===== src/rtl/adc_scan_sequencer.sv =====
// ----------------------------------------------------------------------------
// adc_scan_sequencer
//
// Purpose:
//    Scans the analog input mux of a 12-bit SAR ADC across the channels
//    selected in ch_mask. For each channel it drives mux_sel, waits for the
//    mux to settle, pulses st_conv (high = sample, falling edge = convert),
//    waits for adc_done and returns the result on a valid/ready stream
//    tagged with the channel number.
//
// Optional feature (macro ADC_SEQ_AVG_EN):
//    When defined, each channel is converted 2**AVG_LOG2 times back-to-back
//    after a single settle period. res_data is then the truncated mean of
//    those conversions. A timeout on any repeat discards the whole channel.
//    When undefined, one conversion is made per channel and AVG_LOG2 is unused.
//
// Ports:
//    clkin        in   sequencer clock
//    rst          in   asynchronous, active-high reset
//    enable       in   scan while high
//    single       in   1 = one pass over ch_mask then stop, 0 = continuous
//    ch_mask      in   [NCH]  channels included in the scan
//    mux_sel      out  [CH_W] analog mux select
//    st_conv      out  ADC sample/convert strobe
//    adc_done     in   ADC conversion done (asynchronous to clkin)
//    adc_result   in   [DW]   ADC conversion result
//    res_valid    out  result available
//    res_ready    in   consumer accepts result
//    res_ch       out  [CH_W] channel of res_data
//    res_data     out  [DW]   conversion result
//    busy         out  sequencer not idle
//    scan_done    out  one-cycle pulse at the end of a single-mode pass
//    timeout_err  out  sticky adc_done timeout flag
// ----------------------------------------------------------------------------
module adc_scan_sequencer #(
   parameter int NCH         = 4,
   parameter int CH_W        = 2,
   parameter int DW          = 12,
   parameter int SETTLE_CYC  = 2,
   parameter int SAMPLE_CYC  = 4,
   parameter int TIMEOUT_CYC = 64,
   parameter int AVG_LOG2    = 2
) (
   input  logic            clkin,
   input  logic            rst,
   input  logic            enable,
   input  logic            single,
   input  logic [NCH-1:0]  ch_mask,
   output logic [CH_W-1:0] mux_sel,
   output logic            st_conv,
   input  logic            adc_done,
   input  logic [DW-1:0]   adc_result,
   output logic            res_valid,
   input  logic            res_ready,
   output logic [CH_W-1:0] res_ch,
   output logic [DW-1:0]   res_data,
   output logic            busy,
   output logic            scan_done,
   output logic            timeout_err
);

   localparam logic [2:0] IDLE   = 3'd0;
   localparam logic [2:0] SETTLE = 3'd1;
   localparam logic [2:0] SAMPLE = 3'd2;
   localparam logic [2:0] CONV   = 3'd3;
   localparam logic [2:0] OUT    = 3'd4;

   // One shared cycle counter serves settle, sample and timeout phases.
   localparam int CNT_MAX = (TIMEOUT_CYC > SAMPLE_CYC)
                          ? ((TIMEOUT_CYC > SETTLE_CYC) ? TIMEOUT_CYC : SETTLE_CYC)
                          : ((SAMPLE_CYC > SETTLE_CYC)  ? SAMPLE_CYC  : SETTLE_CYC);
   localparam int CNT_W   = $clog2(CNT_MAX + 1);

   if (NCH < 2 || NCH > 16 || CH_W != $clog2(NCH) || SETTLE_CYC < 1 ||
       SAMPLE_CYC < 1 || TIMEOUT_CYC < 1 || AVG_LOG2 < 0) begin : g_bad_param
      $error("adc_scan_sequencer: illegal parameter set");
   end

   logic [2:0]       state;
   logic [CNT_W-1:0] cnt;
   logic             enable_d;
   logic             pass_done;   // single pass finished; rearmed by enable low or single low
   logic [2:0]       done_sync;   // [1:0] synchroniser, [2] edge history
   logic             done_evt;

   logic             above_found;
   logic [CH_W-1:0]  above_ch;
   logic             low_found;
   logic [CH_W-1:0]  low_ch;
   logic             adv_has_next;
   logic [CH_W-1:0]  adv_ch;
   logic             conv_timeout;
   logic             advance;
   logic             sample_abort;

`ifdef ADC_SEQ_AVG_EN
   localparam int ACC_W = DW + AVG_LOG2;
   logic [ACC_W-1:0]    acc;
   logic [ACC_W-1:0]    acc_sum;
   logic [AVG_LOG2-1:0] rep;

   assign acc_sum      = acc + ACC_W'(adc_result);
   // Once the first conversion of a channel has been sampled, the channel is
   // committed and later repeats run to completion even if enable drops.
   assign sample_abort = !enable && (rep == '0);
`else
   assign sample_abort = !enable;
`endif

   // adc_done crosses from the ADC clock domain: two flops, then a rising-edge detect.
   always_ff @(posedge clkin or posedge rst) begin
      if (rst) done_sync <= '0;
      else     done_sync <= {done_sync[1:0], adc_done};
   end
   assign done_evt = done_sync[1] & ~done_sync[2];

   // Channel search over ch_mask relative to the current channel (mux_sel).
   // NOTE: every always_comb output gets a default first so no latch is inferred.
   always_comb begin
      above_found = 1'b0;
      above_ch    = '0;
      low_found   = 1'b0;
      low_ch      = '0;
      // Descending scan: the last hit written is the lowest qualifying index.
      for (int i = NCH - 1; i >= 0; i--) begin
         if (ch_mask[i]) begin
            low_found = 1'b1;
            low_ch    = CH_W'(i);
            if (i > int'(mux_sel)) begin
               above_found = 1'b1;
               above_ch    = CH_W'(i);
            end
         end
      end
   end

   // Next channel: the next set bit above the current one, wrapping only in continuous mode.
   assign adv_has_next = above_found | (~single & low_found);
   assign adv_ch       = above_found ? above_ch : low_ch;

   assign conv_timeout = (state == CONV) && !done_evt && (cnt == CNT_W'(TIMEOUT_CYC - 1));
   assign advance      = conv_timeout || ((state == OUT) && res_ready);
   assign busy         = (state != IDLE);

   // NOTE: all sequential state uses non-blocking assignments; later assignments
   // in this block deliberately override earlier ones within the same cycle.
   always_ff @(posedge clkin or posedge rst) begin
      if (rst) begin
         state       <= IDLE;
         cnt         <= '0;
         enable_d    <= 1'b0;
         pass_done   <= 1'b0;
         mux_sel     <= '0;
         st_conv     <= 1'b0;
         res_valid   <= 1'b0;
         res_ch      <= '0;
         res_data    <= '0;
         scan_done   <= 1'b0;
         timeout_err <= 1'b0;
`ifdef ADC_SEQ_AVG_EN
         acc         <= '0;
         rep         <= '0;
`endif
      end else begin
         enable_d  <= enable;
         scan_done <= 1'b0;
         if (!enable || !single) pass_done   <= 1'b0;
         if (enable && !enable_d) timeout_err <= 1'b0;

         case (state)
            IDLE: begin
               if (enable && !pass_done && low_found) begin
                  // Continuous mode resumes after the last channel served.
                  mux_sel <= single ? low_ch : adv_ch;
                  cnt     <= '0;
                  state   <= SETTLE;
               end
            end
            SETTLE: begin
               if (!enable) begin
                  state <= IDLE;
               end else if (cnt == CNT_W'(SETTLE_CYC - 1)) begin
                  cnt     <= '0;
                  st_conv <= 1'b1;
                  state   <= SAMPLE;
`ifdef ADC_SEQ_AVG_EN
                  acc     <= '0;
                  rep     <= '0;
`endif
               end else begin
                  cnt <= cnt + CNT_W'(1);
               end
            end
            SAMPLE: begin
               if (sample_abort) begin
                  st_conv <= 1'b0;
                  state   <= IDLE;
               end else if (cnt == CNT_W'(SAMPLE_CYC - 1)) begin
                  st_conv <= 1'b0;
                  cnt     <= '0;
                  state   <= CONV;
               end else begin
                  cnt <= cnt + CNT_W'(1);
               end
            end
            CONV: begin
               if (done_evt) begin
`ifdef ADC_SEQ_AVG_EN
                  if (rep == '1) begin
                     res_data  <= acc_sum[ACC_W-1:AVG_LOG2];
                     res_ch    <= mux_sel;
                     res_valid <= 1'b1;
                     state     <= OUT;
                  end else begin
                     acc     <= acc_sum;
                     rep     <= rep + AVG_LOG2'(1);
                     cnt     <= '0;
                     st_conv <= 1'b1;
                     state   <= SAMPLE;
                  end
`else
                  res_data  <= adc_result;
                  res_ch    <= mux_sel;
                  res_valid <= 1'b1;
                  state     <= OUT;
`endif
               end else begin
                  cnt <= cnt + CNT_W'(1);
               end
            end
            OUT: begin
               if (res_ready) res_valid <= 1'b0;
            end
            default: state <= IDLE;
         endcase

         // Leaving a channel, either after the result handshake or on timeout.
         if (advance) begin
            if (conv_timeout) timeout_err <= 1'b1;
            cnt <= '0;
            if (!enable) begin
               state <= IDLE;
            end else if (adv_has_next) begin
               mux_sel <= adv_ch;
               state   <= SETTLE;
            end else begin
               state <= IDLE;
               if (single) begin
                  scan_done <= 1'b1;
                  pass_done <= 1'b1;
               end
            end
         end
      end
   end

endmodule


===== config.mk =====
export PLATFORM = sky130hd
export DESIGN_NAME = adc_scan_sequencer
export DESIGN_NICKNAME = d
export VERILOG_FILES = /design/src/rtl/adc_scan_sequencer.sv
export SDC_FILE = /design/constraint.sdc
export NUM_CORES = 1
export LEC_CHECK = 0
export BUFFER_PORTS_ARGS = -buffer_cell sky130_fd_sc_hd__clkbuf_2
export CAP_MARGIN = 20
export CORE_MARGIN = 2
export CORE_UTILIZATION = 40
export DETAILED_ROUTE_END_ITERATION = 12
export PLACE_DENSITY = 0.61
export SLEW_MARGIN = 15
export SYNTH_ARGS = -nofsm -noshare
export SYNTH_HDL_FRONTEND = slang
export SYNTH_SLANG_ARGS = --single-unit

===== constraint.sdc =====
create_clock -name clkin -period 2.8 [get_ports clkin]
set_input_delay 0.14 -clock clkin [delete_from_list [all_inputs] [get_ports clkin]]
set_output_delay 0.14 -clock clkin [all_outputs]
set_load 0.1 [all_outputs]

==> results.cfg <==
[worst_setup_path]
crit_path_cell_trace = ha_1 -> nand3_2 -> or3_4 -> o31ai_4 -> nand3_1 -> o31ai_1 -> a32oi_1
critPathMaxFanout = 6
crit_buf_inv = 0
crit_type = reg2reg
critical_path.top_delay_family = simple AND/OR/NAND/NOR gates
critPathRequiredTime_ps = 2950
critPathMaxStageDelay_ps = 440
worstPathArrival_ps = 2370
endpoint_kind = flip-flop
startpoint_type = flip-flop
cp_slowest_cell = dfrtp_1

[placement]
preCtsSetupSlack_ps = 601
dp_hpwl_um = 2570
placed_area_mm2 = 0.00205
gp_congestion = 0.866
portBuffers = 42
dpl.cell_count = 267

[sta]
tightestPinTransition_ps = 550
min_period_over_period_pct = 79.4
period_needed_ps = 2220
hold_viol_final = 0
fin_skew_ps = 6.50
relSlewSlack_pct = 63.5
rsz0062_at_grt = no
drv_slew = 0
max_freq_mhz = 450
setup_violations = 0
setup_tns_ps = 0
worst_slack_ps = 578

[synthesis]
synthFlopType = dfrtp_1
yosysWarnings = 0
ys_async_sr_fraction_pct = 100
synth_xor_xnor_area_share_pct = 0.490
synth_nets = 200
synth-simple-area-share_pct = 19.0
synth_top_family_by_area = simple AND/OR/NAND/NOR gates
syn_avg_cell_area_um2 = 10.2
synth_cells = 176
synth_compound_area_share_pct = 16.6
synth_fa_ha_area_share_pct = 1.40
synth-edff-count = 0
ys_seq_area_share_pct = 49.0
syn-cell-area_mm2 = 0.00179
synthMuxAreaShare_pct = 9.45
synth_cell_type_count = 41
ys_ff_latch = 35

[detailed_routing]
viasPerCell = 5.33
routed_wl_um = 3640
drt_iter0_markers = 121
dr.pass1.iters = 4
vias = 1477
routedWlPerCell_um = 13.1
ant_nets = 0
drc = 0

[floorplanning]
die_x_um = 70.8
chipHeight_um = 70.8
die-area_mm2 = 0.00502
core_mm2 = 0.00432
io_pins = 43
row_count = 24
start_util_pct = 41.3

[clock_tree]
cts_sinks = 35
clk_pin_slew_ps = 70
clockRootBuffer = clkbuf_8
clockBufferDepth = 2
clkLatencyLatePin_ps = 290
post-cts-setup-buffers = 0
cts_tree = built
cts_buffers = 5
ctsHtreeMaxLevel = 2

[status]
status = finished clean

[final_layout]
drive_gt1_share_pct = 32.9
syn2layout_area_growth_pct = 21.6
final_cell_area_mm2 = 0.00217
diodes = 0
final-instance-count-excl-fill = 277
nets = 248

[job]
drv_cap = 0

[grt]
grt_max_degree = 36
antenna_found_initial = 0
grt_overflow_total = 0
grt_pass1_vias = 1368
grt_pass1_wl_um = 6330
grt_usage_pct = 16.2

[hold_path]
min_path_type = in2reg
-- logic make-up (layout without fill, tap and decap cells) --
family / after synthesis / after routing
xor gates and xnor gates: 1 / 1
buffers and inverters: 18 / 67
and+or+nand+nor: 64 / 64
DFF: 35 / 35
AOI/OAI and AO/OA: 41 / 41
muxes: 15 / 15
adders and majority gates: 2 / 2
-- Yosys cell counts (2+ instances only) --
cell type / instances / share of area [%]
inv_1: 13 / 2.7
o221ai_1: 2 / 0.98
dfrtp_1: 35 / 49
clkbuf_1: 2 / 0.42
a211oi_1: 2 / 0.84
a21o_1: 2 / 0.84
nor2b_1: 3 / 1.1
nand2b_1: 7 / 2.5
mux2_2: 15 / 9.5
nand2_1: 18 / 3.8
o31ai_1: 4 / 1.7
nand3_1: 7 / 2.0
ha_1: 2 / 1.4
o21ai_0: 6 / 1.7
o22ai_1: 8 / 2.8
a21oi_1: 8 / 2.2
and3_1: 2 / 0.70
nor2_1: 14 / 2.9
nor3_1: 4 / 1.1
-- path summary, 6_finish.rpt --
kind                       slack, ps  cells past startpoint            to          from
min reg2reg                      350                      0  done_sync[1]  done_sync[0]
min                               70                      1      enable_d        enable
max reg2reg                      580                      7    mux_sel[0]        cnt[0]
max                              580                      7    mux_sel[0]        cnt[0]
min in group asynchronous        470                      4        cnt[2]           rst
max in group asynchronous       2010                      4      state[1]           rst
-- placed cells by master, fill, tap and decap left out, types with 2 or more instances in the layout --
cell type	instances
a211oi_1	2
a21o_1	2
a21oi_1	8
and3_1	2
buf_4	2
clkbuf_2	42
clkbuf_8	7
dfrtp_1	35
dlygate4sd3_1	2
ha_1	2
inv_1	13
mux2_2	15
nand2_1	18
nand2b_1	7
nand3_1	7
nor2_1	14
nor2b_1	3
nor3_1	4
o21ai_0	6
o221ai_1	2
o22ai_1	8
o31ai_1	4
-- stage by stage --
| step | hold slack [ps] | utilization [%] |
|---|---|---|
| global route | 65.8 | 50.3 |
| CTS | 55.5 | 50.3 |
| detailed placement | 247 | 47.5 |
| floorplan | 171 | - |
| global placement | 247 | 47.5 |
| finish | 66.3 | 50.3 |
-- what timing repair did --
action	CTS	global route
hold buffers	2	0
resized for setup	0	0
hold endpoints to repair	36	0
endpoints found under the setup margin	0	0
-- layer usage --
| metal | part of all wire (%) | track usage [%] | vias to the layer above |
|---|---|---|---|
| li1 | - | - | 723 |
| met4 | 1.9 | 6.29 | 0 |
| met2 | 43 | 22.9 | 49 |
| met5 | 0 | 0 | - |
| met1 | 49 | 22.7 | 698 |
| met3 | 6.3 | 5.84 | 7 |
-- registers in the layout, summed over array words and instances (netlist names) --
signal	flops
scan_done	1
res_data	12
mux_sel	2
enable_d	1
cnt	7
st_conv	1
state	3
res_valid	1
res_ch	2
done_sync	3
pass_done	1
timeout_err	1
-- final cells by class --
cell class,count,area [um^2]
flip-flops and latches,35,876
fillers,402,2150
well taps,52,65.1
clock buffers,8,100
inverters,13,48.8
repair buffers,46,245
multi-input cells,123,838
Power is not shown: default switching activity piles up to over one toggle a cycle in this logic, so the estimate is an artifact.
